===== src/rtl/gate_op_arbiter_pkg.sv =====
// Shared types and the gate truth function for gate_op_arbiter.
//   gate_op_e   : 3-bit opcode (AND, OR, XOR, NAND, NOR, NOT a, BUF a, XNOR)
//   arb_state_e : arbiter FSM state (IDLE, EXEC, RESP)
//   gate_eval   : evaluates one opcode on two operand bits
package gate_arb_pkg;

  typedef enum logic [2:0] {
    OP_AND  = 3'd0,
    OP_OR   = 3'd1,
    OP_XOR  = 3'd2,
    OP_NAND = 3'd3,
    OP_NOR  = 3'd4,
    OP_NOT  = 3'd5,
    OP_BUF  = 3'd6,
    OP_XNOR = 3'd7
  } gate_op_e;

  typedef enum logic [1:0] {
    IDLE = 2'd0,
    EXEC = 2'd1,
    RESP = 2'd2
  } arb_state_e;

  // NOT and BUF look at operand a only.
  function automatic logic gate_eval(gate_op_e op, logic a, logic b);
    logic y;
    y = 1'b0;
    case (op)
      OP_AND:  y = a & b;
      OP_OR:   y = a | b;
      OP_XOR:  y = a ^ b;
      OP_NAND: y = ~(a & b);
      OP_NOR:  y = ~(a | b);
      OP_NOT:  y = ~a;
      OP_BUF:  y = a;
      OP_XNOR: y = ~(a ^ b);
      default: y = 1'b0;
    endcase
    return y;
  endfunction

endpackage


===== src/rtl/gate_op_arbiter_if.sv =====
// Request/response bundle between NREQ requesters, one result consumer and gate_op_arbiter.
//   req_valid/req_ready : per-requester handshake (req_ready is one-hot)
//   req_op/req_a/req_b  : opcode of req i at [3i+2:3i], operand bits at [i]
//   rsp_valid/rsp_ready : result handshake
//   rsp_id/rsp_data     : owning requester index and gate result
//   busy                : arbiter not idle
// Modports: slave = arbiter side, master = requester/consumer side.
interface gate_op_arbiter_if #(
  parameter int unsigned NREQ = 2,
  parameter int unsigned IDW  = (NREQ > 1) ? $clog2(NREQ) : 1
);

  logic [NREQ-1:0]   req_valid;
  logic [NREQ-1:0]   req_ready;
  logic [3*NREQ-1:0] req_op;
  logic [NREQ-1:0]   req_a;
  logic [NREQ-1:0]   req_b;
  logic              rsp_valid;
  logic              rsp_ready;
  logic [IDW-1:0]    rsp_id;
  logic              rsp_data;
  logic              busy;

  modport slave (
    input  req_valid, req_op, req_a, req_b, rsp_ready,
    output req_ready, rsp_valid, rsp_id, rsp_data, busy
  );

  modport master (
    output req_valid, req_op, req_a, req_b, rsp_ready,
    input  req_ready, rsp_valid, rsp_id, rsp_data, busy
  );

endinterface


===== src/rtl/gate_op_unit.sv =====
// Combinational 1-bit gate unit; the single resource shared by all requesters.
//   op : opcode (gate_op_e)
//   a  : operand a
//   b  : operand b (ignored for NOT/BUF)
//   y  : result
module gate_op_unit
  import gate_arb_pkg::*;
(
  input  gate_op_e op,
  input  logic     a,
  input  logic     b,
  output logic     y
);

  assign y = gate_eval(op, a, b);

endmodule


===== src/rtl/gate_op_arbiter.sv =====
// Arbitrates NREQ requesters onto one registered gate unit.
// FSM IDLE -> EXEC -> RESP -> IDLE; accept in cycle N gives rsp_valid in cycle N+2.
//   clk   : rising-edge clock
//   reset : asynchronous, active-high
//   bus   : gate_op_arbiter_if.slave (requests, response, busy)
// Build option GATE_ARB_RR_EN: round-robin arbitration starting after the last winner;
// otherwise fixed priority with the lowest index winning.
module gate_op_arbiter
  import gate_arb_pkg::*;
#(
  parameter int unsigned NREQ = 2,
  parameter int unsigned IDW  = (NREQ > 1) ? $clog2(NREQ) : 1
) (
  input  logic                clk,
  input  logic                reset,
  gate_op_arbiter_if.slave    bus
);

  arb_state_e     state_q, state_d;
  gate_op_e       op_q;
  logic           a_q, b_q;
  logic [IDW-1:0] id_q;
  logic           rsp_data_q;
  logic [IDW-1:0] rsp_id_q;

  logic           found;
  logic [IDW-1:0] win_idx;
  logic           accept;
  gate_op_e       sel_op;
  logic           sel_a, sel_b;
  logic           unit_y;

`ifdef GATE_ARB_RR_EN
  logic [IDW-1:0] rr_ptr_q;

  // Search begins one past the previous winner so every requester gets a turn.
  always_comb begin
    int unsigned tgt;
    found   = 1'b0;
    win_idx = '0;
    tgt     = 0;
    for (int unsigned k = 1; k <= NREQ; k++) begin
      tgt = (32'(rr_ptr_q) + k) % NREQ;
      for (int unsigned i = 0; i < NREQ; i++) begin
        if (!found && (i == tgt) && bus.req_valid[i]) begin
          found   = 1'b1;
          win_idx = IDW'(i);
        end
      end
    end
  end

  always_ff @(posedge clk or posedge reset) begin
    if (reset) begin
      rr_ptr_q <= IDW'(NREQ - 1);
    end else if (accept) begin
      rr_ptr_q <= win_idx;
    end
  end
`else
  always_comb begin
    found   = 1'b0;
    win_idx = '0;
    for (int unsigned i = 0; i < NREQ; i++) begin
      if (!found && bus.req_valid[i]) begin
        found   = 1'b1;
        win_idx = IDW'(i);
      end
    end
  end
`endif

  // Operand mux for the winning requester.
  always_comb begin
    sel_op = OP_AND;
    sel_a  = 1'b0;
    sel_b  = 1'b0;
    for (int unsigned i = 0; i < NREQ; i++) begin
      if (win_idx == IDW'(i)) begin
        sel_op = gate_op_e'(bus.req_op[3*i +: 3]);
        sel_a  = bus.req_a[i];
        sel_b  = bus.req_b[i];
      end
    end
  end

  // FSM state register.
  always_ff @(posedge clk or posedge reset) begin
    if (reset) begin
      state_q <= IDLE;
    end else begin
      state_q <= state_d;
    end
  end

  // FSM next state.
  always_comb begin
    state_d = state_q;
    unique case (state_q)
      IDLE:    if (found) state_d = EXEC;
      EXEC:    state_d = RESP;
      RESP:    if (bus.rsp_ready) state_d = IDLE;
      default: state_d = IDLE;
    endcase
  end

  // FSM outputs.
  always_comb begin
    accept        = (state_q == IDLE) && found;
    bus.rsp_valid = (state_q == RESP);
    bus.busy      = (state_q != IDLE);
    bus.req_ready = '0;
    for (int unsigned i = 0; i < NREQ; i++) begin
      bus.req_ready[i] = accept && (win_idx == IDW'(i));
    end
  end

  always_ff @(posedge clk or posedge reset) begin
    if (reset) begin
      op_q <= OP_AND;
      a_q  <= 1'b0;
      b_q  <= 1'b0;
      id_q <= '0;
    end else if (accept) begin
      op_q <= sel_op;
      a_q  <= sel_a;
      b_q  <= sel_b;
      id_q <= win_idx;
    end
  end

  gate_op_unit u_unit (
    .op (op_q),
    .a  (a_q),
    .b  (b_q),
    .y  (unit_y)
  );

  // Result registers load only in EXEC, so they stay stable through RESP backpressure.
  always_ff @(posedge clk or posedge reset) begin
    if (reset) begin
      rsp_data_q <= 1'b0;
      rsp_id_q   <= '0;
    end else if (state_q == EXEC) begin
      rsp_data_q <= unit_y;
      rsp_id_q   <= id_q;
    end
  end

  assign bus.rsp_data = rsp_data_q;
  assign bus.rsp_id   = rsp_id_q;

endmodule


===== src/flat_wrapper.sv =====
// flat-port wrapper written by rule: the top's interface ports become plain ports
module gate_op_arbiter_flat import gate_arb_pkg::*;
#(
  parameter int unsigned NREQ = 2,
  parameter int unsigned IDW  = (NREQ > 1) ? $clog2(NREQ) : 1
)
  (clk, reset, bus_req_valid, bus_req_op, bus_req_a, bus_req_b, bus_rsp_ready, bus_req_ready, bus_rsp_valid, bus_rsp_id, bus_rsp_data, bus_busy);
  gate_op_arbiter_if #(.NREQ(NREQ), .IDW(IDW)) bus_i ();
  input  logic clk;
  input  logic reset;
  input wire logic [$bits(bus_i.req_valid)-1:0] bus_req_valid;
  input wire logic [$bits(bus_i.req_op)-1:0] bus_req_op;
  input wire logic [$bits(bus_i.req_a)-1:0] bus_req_a;
  input wire logic [$bits(bus_i.req_b)-1:0] bus_req_b;
  input wire logic [$bits(bus_i.rsp_ready)-1:0] bus_rsp_ready;
  output wire logic [$bits(bus_i.req_ready)-1:0] bus_req_ready;
  output wire logic [$bits(bus_i.rsp_valid)-1:0] bus_rsp_valid;
  output wire logic [$bits(bus_i.rsp_id)-1:0] bus_rsp_id;
  output wire logic [$bits(bus_i.rsp_data)-1:0] bus_rsp_data;
  output wire logic [$bits(bus_i.busy)-1:0] bus_busy;
  assign bus_i.req_valid = bus_req_valid;
  assign bus_i.req_op = bus_req_op;
  assign bus_i.req_a = bus_req_a;
  assign bus_i.req_b = bus_req_b;
  assign bus_i.rsp_ready = bus_rsp_ready;
  assign bus_req_ready = bus_i.req_ready;
  assign bus_rsp_valid = bus_i.rsp_valid;
  assign bus_rsp_id = bus_i.rsp_id;
  assign bus_rsp_data = bus_i.rsp_data;
  assign bus_busy = bus_i.busy;
  gate_op_arbiter #(.NREQ(NREQ), .IDW(IDW)) u_core (.clk(clk), .reset(reset), .bus(bus_i));
endmodule

===== config.mk =====
export PLATFORM = sky130hd
export DESIGN_NAME = gate_op_arbiter_flat
export DESIGN_NICKNAME = d
export VERILOG_FILES = /design/src/rtl/gate_op_arbiter_pkg.sv /design/src/rtl/gate_op_arbiter_if.sv /design/src/rtl/gate_op_unit.sv /design/src/rtl/gate_op_arbiter.sv /design/src/flat_wrapper.sv
export SDC_FILE = /design/constraint.sdc
export NUM_CORES = 1
export LEC_CHECK = 0
export CAP_MARGIN = 20
export CORE_AREA = 2 2 39 41
export CTS_CLUSTER_SIZE = 30
export DETAILED_ROUTE_END_ITERATION = 12
export DIE_AREA = 0 0 41 43
export PLACE_DENSITY = 0.79
export SYNTH_ARGS = -nofsm -noshare
export SYNTH_HDL_FRONTEND = slang
export SYNTH_SLANG_ARGS = --single-unit

===== constraint.sdc =====
create_clock -name clk -period 3.35 [get_ports clk]
set_input_delay 0.5025 -clock clk [delete_from_list [all_inputs] [get_ports clk]]
set_output_delay 0.5025 -clock clk [all_outputs]
set_load 0.1 [all_outputs]

Word-level counts from Yosys, hierarchy flattened
Cells that the tools add are included.

Add/sub/neg operators: 0. Multiply operators: 0. Div/mod/pow operators: 0. Order comparisons: 0. Eq/ne operators: 11. Shifts and indexed selects: 0. Muxes and demuxes: 10. Bitwise operators: 8. Reduce and logical (&&, ||, !) cells: 9.

Operator list (count): $eq 3x3->1 const B (4); $pmux 1 s8 (1); $eq 3x2->1 const B (2); $pmux 2 s3 (1); $mux 1 (5); $not 1->1 (5); $logic_and 1x1->1 (4); $mux 2 (2); $eq 3x1->1 const B (1); $logic_not 3->1 (1); $mux 3 (1); $eq 2x1->1 const B (1); $eq 2x2->1 const B (1); $logic_not 2->1 (1); $ne 2x1->1 const B (1); $ne 2x2->1 const B (1); $reduce_and 2->1 (1); $reduce_bool 2->1 (1); $and 1x1->1 (1); $logic_not 1->1 (1); $or 1x1->1 (1); $xor 1x1->1 (1).

Flip-flop bits (word level): 10. Latch bits: 0. Memory bits (writable): 0. Bits in read-only memories: 0. Input port bits: 15. Output and inout bits: 6. Word-level logic and storage cells: 45. Memories: 0.

Logic depth before layout (Yosys ltp)
Depth in word-level cells: 6. Depth in mapped cells: 6. Depth with buffers taken out: 6.

Hierarchy
A second synthesis with hierarchy kept.

Cell total of the unflattened synthesis: 60. Area total of the unflattened synthesis: 581.8 um^2.

Modules (own cells, without submodules): gate_op_arbiter (instances 1, cells each 44, area each 479.2 um^2, sequential area each 250.2 um^2); gate_op_unit (instances 1, cells each 16, area each 102.6 um^2, sequential area each 0.0 um^2).

Worst setup path before layout
Ideal clock, no wire load.

Path type: input-to-output. From: input port bus_req_valid[1]. To: output port bus_req_ready[1]. Data arrival time: 1.565 ns. Data required time: 2.847 ns. Path slack: 1.283 ns. Cell stages on the path: 2. Buffers on the path: 0. Cells stage by stage: nor2b_1 -> and2_1.

Longest elaborated chain between the ends: 4. Elaborated cells between the ends (all ways): 5. Classes of those cells: 2 x mux; 3 x reduce/logical.

Ends and longest elaborated chain: start: declaration (RTL line flat_wrapper.sv:11) `input wire logic [$bits(bus_i.req_valid)-1:0] bus_req_valid;`; $logic_and 1x1->1 * (RTL line gate_op_arbiter.sv:65) `if (!found && bus.req_valid[i]) begin`; $mux 1 (RTL line gate_op_arbiter.sv:65); $logic_and 1x1->1 (RTL line gate_op_arbiter.sv:109) `accept = (state_q == IDLE) && found;`; $logic_and 1x1->1 * (RTL line gate_op_arbiter.sv:114) `bus.req_ready[i] = accept && (win_idx == IDW'(i));`; end: declaration (RTL line flat_wrapper.sv:16) `output wire logic [$bits(bus_i.req_ready)-1:0] bus_req_ready;`.

Mark *: on every way between the ends. The rest lies on a longest branch, timed or not.

Final worst setup path
From: register u_core.state_q[1]. To: output port bus_busy.

Longest elaborated chain between the ends: 1.

Ends and longest elaborated chain: start: declaration (RTL line gate_op_arbiter.sv:19) `arb_state_e state_q, state_d;`; start signal: assignment (RTL line gate_op_arbiter.sv:92) `state_q <= state_d;`; $reduce_bool 2->1 (RTL line gate_op_arbiter.sv:111) `bus.busy = (state_q != IDLE);`; end: declaration (RTL line flat_wrapper.sv:20) `output wire logic [$bits(bus_i.busy)-1:0] bus_busy;`.

No other way between the ends.

==> results.txt <==
Crit end category -> output port
Critical path class -> flip-flop to output port
FMAX -> 390.9 MHz
Row cnt -> 14
Synth warn -> 0
Startpoint type of the worst setup path -> flip-flop
DRC violations left -> 0
Synthesized net count -> 72
Clock buffer depth -> 2
PnR worst setup slack -> 791.7 ps
Worst Max-Slew Pin Slew -> 976.5 ps
Pwr dens -> 1094 nW/um^2
RSZ-0062 raised after global routing -> no
CP arrival -> 2060 ps
Mapped Cells -> 55
Hold Crit Class -> flip-flop to flip-flop
Post-CTS setup buffer count -> 0
Layout Skew -> 3.151 ps
Netlist cell types -> 18
Chip height -> 43 um
Number of diodes -> 0
Worst rel slew slack -> 34.69%
WP data required -> 2850 ps
Starting density of the core -> 37.79%
Pleak -> 0.3461 nW
WHS -> 495.4 ps
Final HPWL DP -> 887.9 um
Max IR drop VDD -> 509.4 uV
First DRT Iteration DRCs -> 5
DRT antenna net count -> 0
Skew-Pair Late Insertion Delay -> 260 ps
First-pass GRT wire length -> 1904 um
Die W -> 41 um
Slowest cell on the critical path -> clkdlybuf4s50_1
Final Setup Violations -> 0
Synthesis-to-finish area growth -> 44.98%
Wirelength per Cell -> 11.30 um
Vias per cell -> 5.053
Dpl ws -> 1001 ps
Setup TNS -> 0 ps
Reg area -> 250.2 um^2
Final hold viol count -> 0
DIE AREA -> 1763 um^2
CTS H-tree lvls -> 1
Maxcap violations -> 0
CTS root buf -> clkbuf_4
Area of the multi-input gates -> 250.2 um^2
TritonRoute pass-1 iters -> 4
Cts repair resizes -> 0
PortBufs -> 20
Post-synthesis sequential area ratio -> 47.85%
Final Slew Violations -> 0
Crit path cell chain -> nor2_1 -> inv_1 -> clkdlybuf4s50_1
Placer Congestion -> 0.7792
All-layer global routing usage -> 15.80%
Most frequent cells in the layout -> 17 x clkdlybuf4s50_1, 10 x dfrtp_1, 6 x o21ai_0, 6 x inv_1, 5 x a22oi_1
Pin count of the biggest net entering global routing -> 11
IO Pins -> 21
Part of the cycle the worst path needs -> 76.37%
CP peak stage delay -> 1000 ps
CTS tree -> built
Number of global-route vias before repair -> 465
Register clock-pin slew on the reported worst setup and hold paths -> 60 ps
Initial antenna violation count -> 0
CP Max Fanout -> 6
Nets@finish -> 97
Fill cells -> 130
Most common cell after layout, fill and taps aside -> clkdlybuf4s50_1
WL final -> 1062 um
Hold_buf cts -> 0
Mean Syn Cell Area -> 9.509 um^2
Min Tclk post-route -> 2558 ps
Total core area -> 1384 um^2
GR Overflow Total -> 0
Post-synthesis instance area -> 523.0 um^2
Clk sink count -> 10
Status -> finished clean
Via count -> 475
Layout cells sized above 1 -> 10.26%
TritonCTS buffer count -> 3
Flops & latches, synth -> 10
[area by class of cell]
| class | count | area share, % |
|---|---|---|
| well taps | 16 | 2.640 |
| flip-flops and latches | 10 | 33.00 |
| multi-input cells | 39 | 33.00 |
| clock buffers | 3 | 2.970 |
| inverters | 6 | 2.970 |
| repair buffers | 20 | 25.41 |
[kinds of logic (layout without fill, tap and decap cells)]
kind of cell / Yosys count / in the layout / synth area share, %
AND/OR/NAND/NOR: 15 / 15 / 15.07
flip-flops: 10 / 10 / 47.85
multiplexers: 2 / 2 / 4.067
buffers and inverters: 6 / 29 / 4.306
AO/OA/AOI/OAI: 20 / 20 / 23.92
adder cells (fa/ha/maj): 2 / 2 / 4.784
[through the flow]
| stage | total power, mW | area [um^2] | instances | util [%] |
|---|---|---|---|---|
| after floorplan | 0.6298 | 523.0 | 55 | - |
| after global placement | 0.7392 | 735.7 | 91 | 53.16 |
| after detailed placement | 0.7560 | 735.7 | 91 | 53.16 |
| after CTS | 0.8370 | 758.2 | 94 | 54.79 |
| after global routing | 0.8854 | 758.2 | 94 | 54.79 |
| final | 0.8296 | 758.2 | 94 | 54.79 |
[cells in the mapped netlist, drive strengths merged]
library cell / instances / area (um^2)
o31ai: 1 / 12.51
a21oi: 4 / 20.02
and2: 2 / 12.51
a22oi: 5 / 37.54
and3b: 1 / 8.760
nor2b: 2 / 12.51
ha: 2 / 25.02
nor2: 3 / 11.26
inv: 6 / 22.52
nand2: 4 / 15.01
dfrtp: 10 / 250.2
o22ai: 2 / 12.51
a211oi: 1 / 7.510
o21ai: 7 / 35.03
nand2b: 3 / 18.77
mux2: 1 / 11.26
mux2i: 1 / 10.01
[final timing paths]
check / startpoint / endpoint / slack, ps / cells after the start
hold reg to reg: u_core.bus.rsp_data / u_core.bus.rsp_data / 500 / 2
min in group asynchronous: reset / u_core.bus.rsp_id / 510 / 2
setup reg to reg: u_core.a_q / u_core.bus.rsp_data / 1870 / 6
max in group asynchronous: reset / u_core.op_q[1] / 2580 / 2
setup / recovery: u_core.state_q[1] / bus_busy / 790 / 3
hold / removal: u_core.bus.rsp_data / u_core.bus.rsp_data / 500 / 2
[per-layer routing]
layer / global-route usage (%) / up-vias / wire (um)
li1: - / 241 / -
met5: 0 / - / 0
met3: 1.571 / 2 / 60
met4: 10.00 / 0 / 20
met2: 21.88 / 19 / 499
met1: 22.64 / 213 / 482
[registers in the layout, indices dropped and copies added (netlist names)]
signal and flops:
u_core.bus.rsp_id 1, u_core.op_q 3, u_core.b_q 1, u_core.state_q 2, u_core.id_q 1, u_core.a_q 1
u_core.bus.rsp_data 1
[worst max-delay path: cells and delay by family, from the launching register on]
family / cells / cell delay [ps]
buf+inv: 2 / 1170
flops: 1 / 390
simple gates: 1 / 240
[power by group]
group,switching (mW),internal (mW)
clock,0.0362,0.0412
sequential,0.0473,0.180
combinational,0.368,0.157
No activity file was read; power rests on OpenSTA's default activity.
